File: src/rtl/u_rr_arb_pkg.sv
// Shared types and helpers for the round-robin arbiter.
package u_rr_arb_pkg;

    typedef enum logic {
        IDLE,
        GRANT
    } state_t;

    // Increment with an explicit wrap at n, so non-power-of-two sizes never overrun.
    function automatic int unsigned inc_mod(input int unsigned v, input int unsigned n);
        return (v + 1 >= n) ? 0 : v + 1;
    endfunction

endpackage

File: src/rtl/u_pri_enc.sv
// Lowest-set-bit finder: one-hot, binary index and any-set flag.
module u_pri_enc #(
    parameter  int unsigned W   = 4,
    localparam int unsigned W_W = $clog2(W)
) (
    input  logic [W-1:0]   vec,
    output logic [W-1:0]   onehot,
    output logic [W_W-1:0] idx,
    output logic           any
);

    logic found;

    always_comb begin
        onehot = '0;
        idx    = '0;
        found  = 1'b0;
        for (int unsigned i = 0; i < W; i++) begin
            if (vec[i] && !found) begin
                onehot[i] = 1'b1;
                idx       = W_W'(i);
                found     = 1'b1;
            end
        end
        any = |vec;
    end

endmodule

File: src/rtl/u_rr_arb.sv
// Round-robin arbiter with a registered one-hot grant held until the last beat.
module u_rr_arb
    import u_rr_arb_pkg::*;
#(
    parameter  int unsigned N   = 4,
    localparam int unsigned N_W = $clog2(N)
) (
    input  logic           clk,
    input  logic           rst,
    input  logic [N-1:0]   i_req,
    input  logic           i_ack,
    input  logic           i_last,
    output logic           o_gnt_vld,
    output logic [N-1:0]   o_gnt,
    output logic [N_W-1:0] o_gnt_idx,
    output logic           o_busy
);

    state_t         state, state_nxt;
    logic [N_W-1:0] p, p_nxt, p_sel;
    logic [N-1:0]   gnt, gnt_nxt;
    logic [N_W-1:0] gnt_idx, gnt_idx_nxt;
    logic [N-1:0]   mask, hi;
    logic [N-1:0]   hi_oh, req_oh, win_oh;
    logic [N_W-1:0] hi_idx, req_idx, win_idx;
    logic           hi_any, req_any;
    logic           rel;

    assign rel = (state == GRANT) && i_ack && i_last;

    // On release the mask is built from the advanced pointer so the next grant lands in the same edge.
    always_comb begin
        p_sel = rel ? N_W'(inc_mod(32'(gnt_idx), N)) : p;
        mask  = '0;
        for (int unsigned i = 0; i < N; i++) begin
            mask[i] = (i >= 32'(p_sel));
        end
        hi = i_req & mask;
    end

    u_pri_enc #(.W(N)) u_enc_hi (
        .vec    (hi),
        .onehot (hi_oh),
        .idx    (hi_idx),
        .any    (hi_any)
    );

    u_pri_enc #(.W(N)) u_enc_req (
        .vec    (i_req),
        .onehot (req_oh),
        .idx    (req_idx),
        .any    (req_any)
    );

    assign win_oh  = hi_any ? hi_oh  : req_oh;
    assign win_idx = hi_any ? hi_idx : req_idx;

    always_comb begin
        state_nxt   = state;
        p_nxt       = p;
        gnt_nxt     = gnt;
        gnt_idx_nxt = gnt_idx;
        case (state)
            IDLE: begin
                if (req_any) begin
                    gnt_nxt     = win_oh;
                    gnt_idx_nxt = win_idx;
                    state_nxt   = GRANT;
                end
            end
            GRANT: begin
                if (rel) begin
                    p_nxt = p_sel;
                    if (req_any) begin
                        gnt_nxt     = win_oh;
                        gnt_idx_nxt = win_idx;
                    end else begin
                        gnt_nxt     = '0;
                        gnt_idx_nxt = '0;
                        state_nxt   = IDLE;
                    end
                end
            end
        endcase
    end

    always_ff @(posedge clk) begin
        if (rst) begin
            state   <= IDLE;
            p       <= '0;
            gnt     <= '0;
            gnt_idx <= '0;
        end else begin
            state   <= state_nxt;
            p       <= p_nxt;
            gnt     <= gnt_nxt;
            gnt_idx <= gnt_idx_nxt;
        end
    end

    assign o_gnt     = gnt;
    assign o_gnt_idx = gnt_idx;
    assign o_gnt_vld = (state == GRANT);
    assign o_busy    = o_gnt_vld;

`ifndef SYNTHESIS
    a_gnt_onehot: assert property (@(posedge clk) disable iff (rst)
        $onehot0(o_gnt));
    a_gnt_stable: assert property (@(posedge clk) disable iff (rst)
        (o_gnt_vld && !i_ack) |=> $stable(o_gnt));
    a_req_held: assert property (@(posedge clk) disable iff (rst)
        (o_gnt_vld && !(i_ack && i_last)) |-> ((i_req & o_gnt) != '0));
    a_ack_idle: assert property (@(posedge clk) disable iff (rst)
        !o_gnt_vld |-> !i_ack);
`endif

endmodule

File: config.mk
export PLATFORM = sky130hd
export DESIGN_NAME = u_rr_arb
export DESIGN_NICKNAME = d
export VERILOG_FILES = /design/src/rtl/u_rr_arb_pkg.sv /design/src/rtl/u_pri_enc.sv /design/src/rtl/u_rr_arb.sv
export SDC_FILE = /design/constraint.sdc
export NUM_CORES = 1
export LEC_CHECK = 0
export ABC_AREA = 0
export BUFFER_PORTS_ARGS = -buffer_cell sky130_fd_sc_hd__buf_2
export CAP_MARGIN = 20
export CORE_AREA = 2 2 39 41
export CTS_CLUSTER_DIAMETER = 50
export DETAILED_ROUTE_END_ITERATION = 12
export DIE_AREA = 0 0 41 43
export GPL_ROUTABILITY_DRIVEN = 0
export HOLD_SLACK_MARGIN = 0.06
export MAX_ROUTING_LAYER = met4
export PLACE_DENSITY = 0.71
export SYNTH_ARGS = -nofsm -noshare
export SYNTH_HDL_FRONTEND = slang
export SYNTH_SLANG_ARGS = --single-unit
File: constraint.sdc
create_clock -name clk -period 2.2 [get_ports clk]
set_input_delay 0.22 -clock clk [delete_from_list [all_inputs] [get_ports clk]]
set_output_delay 0.22 -clock clk [all_outputs]
set_load 0.05 [all_outputs]
# [After elaboration in Yosys (flattened, before gate mapping)]
# Cells that the tools add are included.
[op_classes] add_sub_neg=1 muxes=33 order_cmp=4 eq_ne=2 bitwise=2 reduce_logical=18
[ops] cell="$mux W2" n=10
[ops] cell="$mux W1" n=16
[ops] cell="$mux W4" n=4
[ops] cell="$logic_and A1 B1 Y1" n=8
[ops] cell="$pmux W4 S2" n=1
[ops] cell="$reduce_or A4 Y1" n=2
[ops] cell="$logic_not A1 Y1" n=6
[ops] cell="$and A4 B4 Y4" n=1
[ops] cell="$ge A1 B2 Y1 const A" n=2
[ops] cell="$pmux W2 S2" n=1
[ops] cell="$reduce_and A2 Y1" n=2
[ops] cell="$add A2 B1 Y3 const B" n=1
[ops] cell="$ge A3 B3 Y1 const B" n=1
[ops] cell="$ge A2 B2 Y1 const A" n=1
[ops] cell="$ne A2 B1 Y1 const B" n=1
[ops] cell="$ne A2 B2 Y1 const B" n=1
[ops] cell="$pmux W1 S2" n=1
[ops] cell="$not A1 Y1" n=1
[word_totals] output_inout_bits=8 register_bits=9 word_cells=64 inputBits=8

# [Logic depth before layout (Yosys ltp)]
[depth] word_depth=20 depth_mapped=6 depth_no_buf=6

# [Cells and area by module]
# Synthesis repeated with hierarchy kept, for this count alone.
[unflattened] cells_unflattened=81 hier_area_um2=645.6
[by_module_without_submodules] module="u_rr_arb" seq_area_each_um2=180.2 instances=1 cells_per_inst=59 area_each_um2=523.0
[by_module_without_submodules] module="u_pri_enc" seq_area_each_um2=0.0 instances=2 cells_per_inst=11 area_each_um2=61.3

# [Least setup slack after synthesis]
# Ideal clock, no wire load.
[synth_path] path_type="register to register" from="reg gnt_idx[0] (netlist: o_gnt_idx[0])" to="reg gnt_idx[1] (netlist: o_gnt_idx[1])" t_required_ps=2083 n_path_buf=0 arrival_time_ps=1968 path_stages_with_launch=7 setup_time_ps=117 slack_ps=115 period_less_slack_ps=2085 path_cell_list="dfxtp_1 ha_1 or3b_1 mux2_4 o21ai_2 nand2_1 a32o_1"
[synth_via] elab_chain_len=20 word_cells_on_any_way=25 cone_classes="add/sub: 1; order compare: 4; mux: 12; bitwise: 1; reduce/logical: 7"
[synth_lines] item="start: declaration" line="u_rr_arb.sv:22" rtl="logic [N_W-1:0] gnt_idx, gnt_idx_nxt;"
[synth_lines] item="start signal: assignment" line="u_rr_arb.sv:97" rtl="gnt_idx <= gnt_idx_nxt;"
[synth_lines] item="$add A2 B1 Y3 (*)" line="u_rr_arb_pkg.sv:11" rtl="return (v + 1 >= n) ? 0 : v + 1;"
[synth_lines] item="$ge A3 B3 Y1" line="u_rr_arb_pkg.sv:11"
[synth_lines] item="$mux W2 (*)" line="u_rr_arb_pkg.sv:11"
[synth_lines] item="$mux W2 (*)" line="u_rr_arb.sv:33" rtl="p_sel = rel ? N_W'(inc_mod(32'(gnt_idx), N)) : p;"
[synth_lines] item="$ge A1 B2 Y1" line="u_rr_arb.sv:36" rtl="mask[i] = (i >= 32'(p_sel));"
[synth_lines] item="$and A4 B4 Y4 (*)" line="u_rr_arb.sv:38" rtl="hi = i_req & mask;"
[synth_lines] item="$mux W1" line="u_pri_enc.sv:19" rtl="if (vec[i] && !found) begin"
[synth_lines] item="$logic_not A1 Y1" line="u_pri_enc.sv:19"
[synth_lines] item="[... 4 more ...]"
[synth_lines] item="$mux W1" line="u_pri_enc.sv:19"
[synth_lines] item="$logic_not A1 Y1" line="u_pri_enc.sv:19"
[synth_lines] item="$logic_and A1 B1 Y1" line="u_pri_enc.sv:19"
[synth_lines] item="$mux W2" line="u_pri_enc.sv:19"
[synth_lines] item="$mux W2 (*)" line="u_rr_arb.sv:56" rtl="assign win_idx = hi_any ? hi_idx : req_idx;"
[synth_lines] item="$mux W2" line="u_rr_arb.sv:74" rtl="if (req_any) begin"
[synth_lines] item="$mux W2" line="u_rr_arb.sv:72" rtl="if (rel) begin"
[synth_lines] item="$pmux W2 S2 (*)" line="u_rr_arb.sv:63" rtl="case (state)"
# Every way passes the cells marked *; elsewhere a longest branch is shown, timed or not. The select of a mux whose other input is x is not followed.
# A chain may end at the register's enable or synchronous reset.

# [Worst setup path after layout]
# Same ends and word-level chain as after synthesis.

==> results.md <==
- After detailed placement, the design holds a cell count of 95.
- In the global route stage, overall resource usage came out at 16.6%.
- In this run the most critical hold path is launched from rst.
- The minimum clock period after layout is 1880 ps.
- The layout overhead on the synthesized area is 21.0%.
- The net count after synthesis is 75.
- Measured in cells, the most critical reg-to-reg path has a length of 6.
- The launching point of the worst reg2reg path is o_gnt_idx[0].
- The HPWL after detailed placement is 939 um.
- The worst pin sits at a relative slew slack of 72.6%.
- The total power per unit cell area is 675 nW/um^2.
- In the routed layout, each cell is associated on average with a via count of around 5.3.
- The endpoint required time on the critical path is 2360 ps.
- Summing all placed instances gives a cell area of 602 um^2.
- In the final timing run, aggregate negative setup slack is 0 ps.
- The terminus of the critical flop-to-flop path is o_gnt_idx[1].
- The violation count after the first detailed-route iteration is 6.
- The floorplan die height is between 40 and 50 um.
- The proportion of layout cells with a drive suffix above 1 is between 20% and 30%.
- The full die area is about 1800 um^2.
- The root buffer selected by CTS is sky130_fd_sc_hd__clkbuf_4.
- The endpoint of the worst hold-timing path is o_busy.
- The global-route wire length before repair is 2010 um.
- The type of the worst min-delay path is primary input to flip-flop.
- By area the synthesized netlist is led by sky130_fd_sc_hd__dfxtp_1 (35%), sky130_fd_sc_hd__nand2_1 (7.2%), sky130_fd_sc_hd__nor2_1 (6.5%), sky130_fd_sc_hd__a32o_1 (5.8%), sky130_fd_sc_hd__mux2i_1 (5.8%).
- TritonCTS built the clock tree.
- The worst setup path is captured at a flip-flop.
- The longest clock path from root to sink contains 2 buffers.
- At the later pin of the worst-skew pair, clock insertion delay measures approximately 260 ps.
- The maximum number of pins on one net before global-route repair is 8.
- The total setup violations reported at the end of the flow is 0.
- On the worst path, the slowest cell contributes a delay of 360 ps.
- Fill cells in the final layout number approximately 140.
- At the placement stage, the worst setup path has a slack of about 330 ps.
- After clock tree synthesis, the setup repair step added 0 buffers.
- The die span in x is ~41 um.
- The leakage component of the power is 0.287 nW.
- The data arrival time of the critical path is 2040 ps.
- The synthesized netlist contains 24 unique library cells.
- The synthesized design contains 9 register bits.
- The largest driver fanout on the critical path is 6.
- The Yosys warning count is 0.
- The area share of the largest cell type after synthesis is a little over a third.
- The top cell type by total area after synthesis is sky130_fd_sc_hd__dfxtp_1.
- The global-route congestion overflow total is 0.
- For the pin with the worst max-slew slack, the measured transition is ~410 ps.
- After detailed routing, the total wire length is around 1200 um.
- The hold violation total from the final report is 0.
- The final number of max-transition violations is 0.
- The final standard cell area without fillers is roughly 630 um^2.
- 0 antenna diodes ended up in the layout.
- The wire length per cell is around 12 um.
- The cell with the largest stage delay on the worst path is sky130_fd_sc_hd__ha_1.
- The routed layout has 529 vias.
- Walking the worst path, the cells encountered are ha_1, or3b_1, mux2_4, o21ai_2, nand2_1, a32o_1.
- The number of nets with antenna violations after routing is 0.
- CTS built an H-tree with a depth of 1.
- The final setup slack of the worst path is 318 ps.
- The initial core utilization is between 30% and 40%.
- The post-synthesis average cell area is around 8 um^2.
- In this run the core area contains 14 standard-cell rows.
- Before antenna repair, the detailed router went through 4 iterations.
- The number of nets in the final layout is 93.
- The final worst-path cycle share is 85.6%.
- The cell count after synthesis is 66.
- The flow ran to the end, and the final reports show no timing, DRC or antenna violations.
- The number of clock buffers added by TritonCTS is 3.
- In this run the cell area of the synthesized design comes to roughly 520 um^2.
- Hold repair after CTS inserted 0 buffers.
- The maximum clock frequency is 0.531 GHz.
- The clock net sink count is 9.
- The DRC violation count after routing is 0.
- In this run the standard cell core region covers 1380 um^2.
- The cell depth of the worst hold path is 2.
- The number of antenna violations at the first check in global routing is 0.
- Clock-pin slew was measured on the worst setup and hold paths at 70 ps.
- IR analysis of the VDD net gives a maximum drop of between 300 and 400 uV.
- The sequential share of the synthesized area is 34.7%.
- Across all register-to-register paths, the minimum setup slack is 320 ps.
- Setup repair after global routing left no endpoint under its margin.
- The tool flagged a number of max-cap violations equal to 0.
- The largest clock skew in the final design is 1.48 ps.
- The post-CTS resize count is 0.
- The number of global-route vias before repair is about 490.
- The number of placed I/O pins is 16.
- The worst setup path is launched from a flip-flop.
- The count of cells in the finished layout, fillers not included, comes to 99.
- The quantity of I/O buffers inserted on ports is 15.
- The kind of critical path is flip-flop to flip-flop.
cell usage after synthesis, drive strengths merged:
| master | number |
|---|---|
| nand3 | 3 |
| nor3b | 2 |
| ha | 1 |
| mux2 | 1 |
| dfxtp | 9 |
| inv | 2 |
| o211ai | 1 |
| nor2 | 9 |
| nand2 | 10 |
| nor3 | 3 |
| o21ai | 5 |
| buf | 2 |
| or3b | 1 |
| and3 | 1 |
| nand2b | 1 |
| a32o | 3 |
| o2111ai | 2 |
| a21oi | 4 |
| mux2i | 3 |
| nor2b | 1 |
| nor4 | 1 |
| o31ai | 1 |
power breakdown:
| part | switching (mW) | leakage (nW) | total [mW] | internal, mW |
|---|---|---|---|---|
| clock | 0.0610 | 0.0150 | 0.131 | 0.0700 |
| sequential | 0.00830 | 0.0738 | 0.181 | 0.173 |
| combinational | 0.0768 | 0.198 | 0.112 | 0.0352 |
critical path: cells and delay by family (launching register included):
kind / cells / cell delay (ps)
AND/OR/NAND/NOR: 2 / 420
AO/OA/AOI/OAI: 2 / 350
adder cells (fa/ha/maj): 1 / 360
flip-flops: 1 / 350
multiplexers: 1 / 290
metal layers:
metal / share of wire [%] / vias up / track usage [%]
met3: 4.7 / 2 / 1.57
met1: 51 / 235 / 25.0
li1: - / 277 / -
met5: 0 / - / -
met2: 44 / 15 / 21.9
met4: 0.83 / 0 / 7.33
sequential cells by signal, summed over array words and instances (netlist names):
register / count
o_gnt_idx: 2
o_busy: 1
o_gnt: 4
p: 2
final cells by class:
type,instances,area [um^2],area share [%]
inverter,2,7.51,1.20
tap,16,20.0,3.19
timing repair buffer,15,75.1,12.0
sequential,9,180,28.7
clock buffer,4,26.3,4.18
multi-input combinational,53,319,50.8
placed cells by master (no fill, tap or decap), drive strengths merged, types with 3 or more instances in the layout:
cell | Yosys | routed
a21oi | 4 | 4
a32o | 3 | 3
buf | 2 | 15
clkbuf | 0 | 4
dfxtp | 9 | 9
mux2i | 3 | 3
nand2 | 10 | 10
nand3 | 3 | 3
nor2 | 9 | 9
nor3 | 3 | 3
o21ai | 5 | 5
cells by family (layout without fill, tap and decap cells):
| group | after synthesis | in the layout | synth area share (%) |
|---|---|---|---|
| flip-flops | 9 | 9 | 34.7 |
| AND/OR/NAND/NOR | 32 | 32 | 28.9 |
| AO/OA/AOI/OAI | 16 | 16 | 21.4 |
| buffers and inverters | 4 | 21 | 3.86 |
| multiplexers | 4 | 4 | 8.67 |
| adder cells (fa/ha/maj) | 1 | 1 | 2.41 |
metrics by stage:
step                hold WS [ps]  power, mW  util [%]
detailed placement           436      0.296      43.5
CTS                          189      0.424      45.4
finish                       190      0.424      45.4
global route                 206      0.445      45.4
global placement             434      0.295      43.5
floorplan                    289      0.265         -
worst max path at each step:
stage          slack (ps)    startpoint      endpoint  depth (start not counted)
2_1_floorplan         110  o_gnt_idx[0]  o_gnt_idx[1]                          6
3_3_place_gp          380  o_gnt_idx[0]  o_gnt_idx[1]                          6
3_5_place_dp          330  o_gnt_idx[0]  o_gnt_idx[1]                          6
4_1_cts               320  o_gnt_idx[0]  o_gnt_idx[1]                          6
5_1_grt               200  o_gnt_idx[0]  o_gnt_idx[1]                          6
6_report              320  o_gnt_idx[0]  o_gnt_idx[1]                          6
No activity file was read; power rests on OpenSTA's default activity.
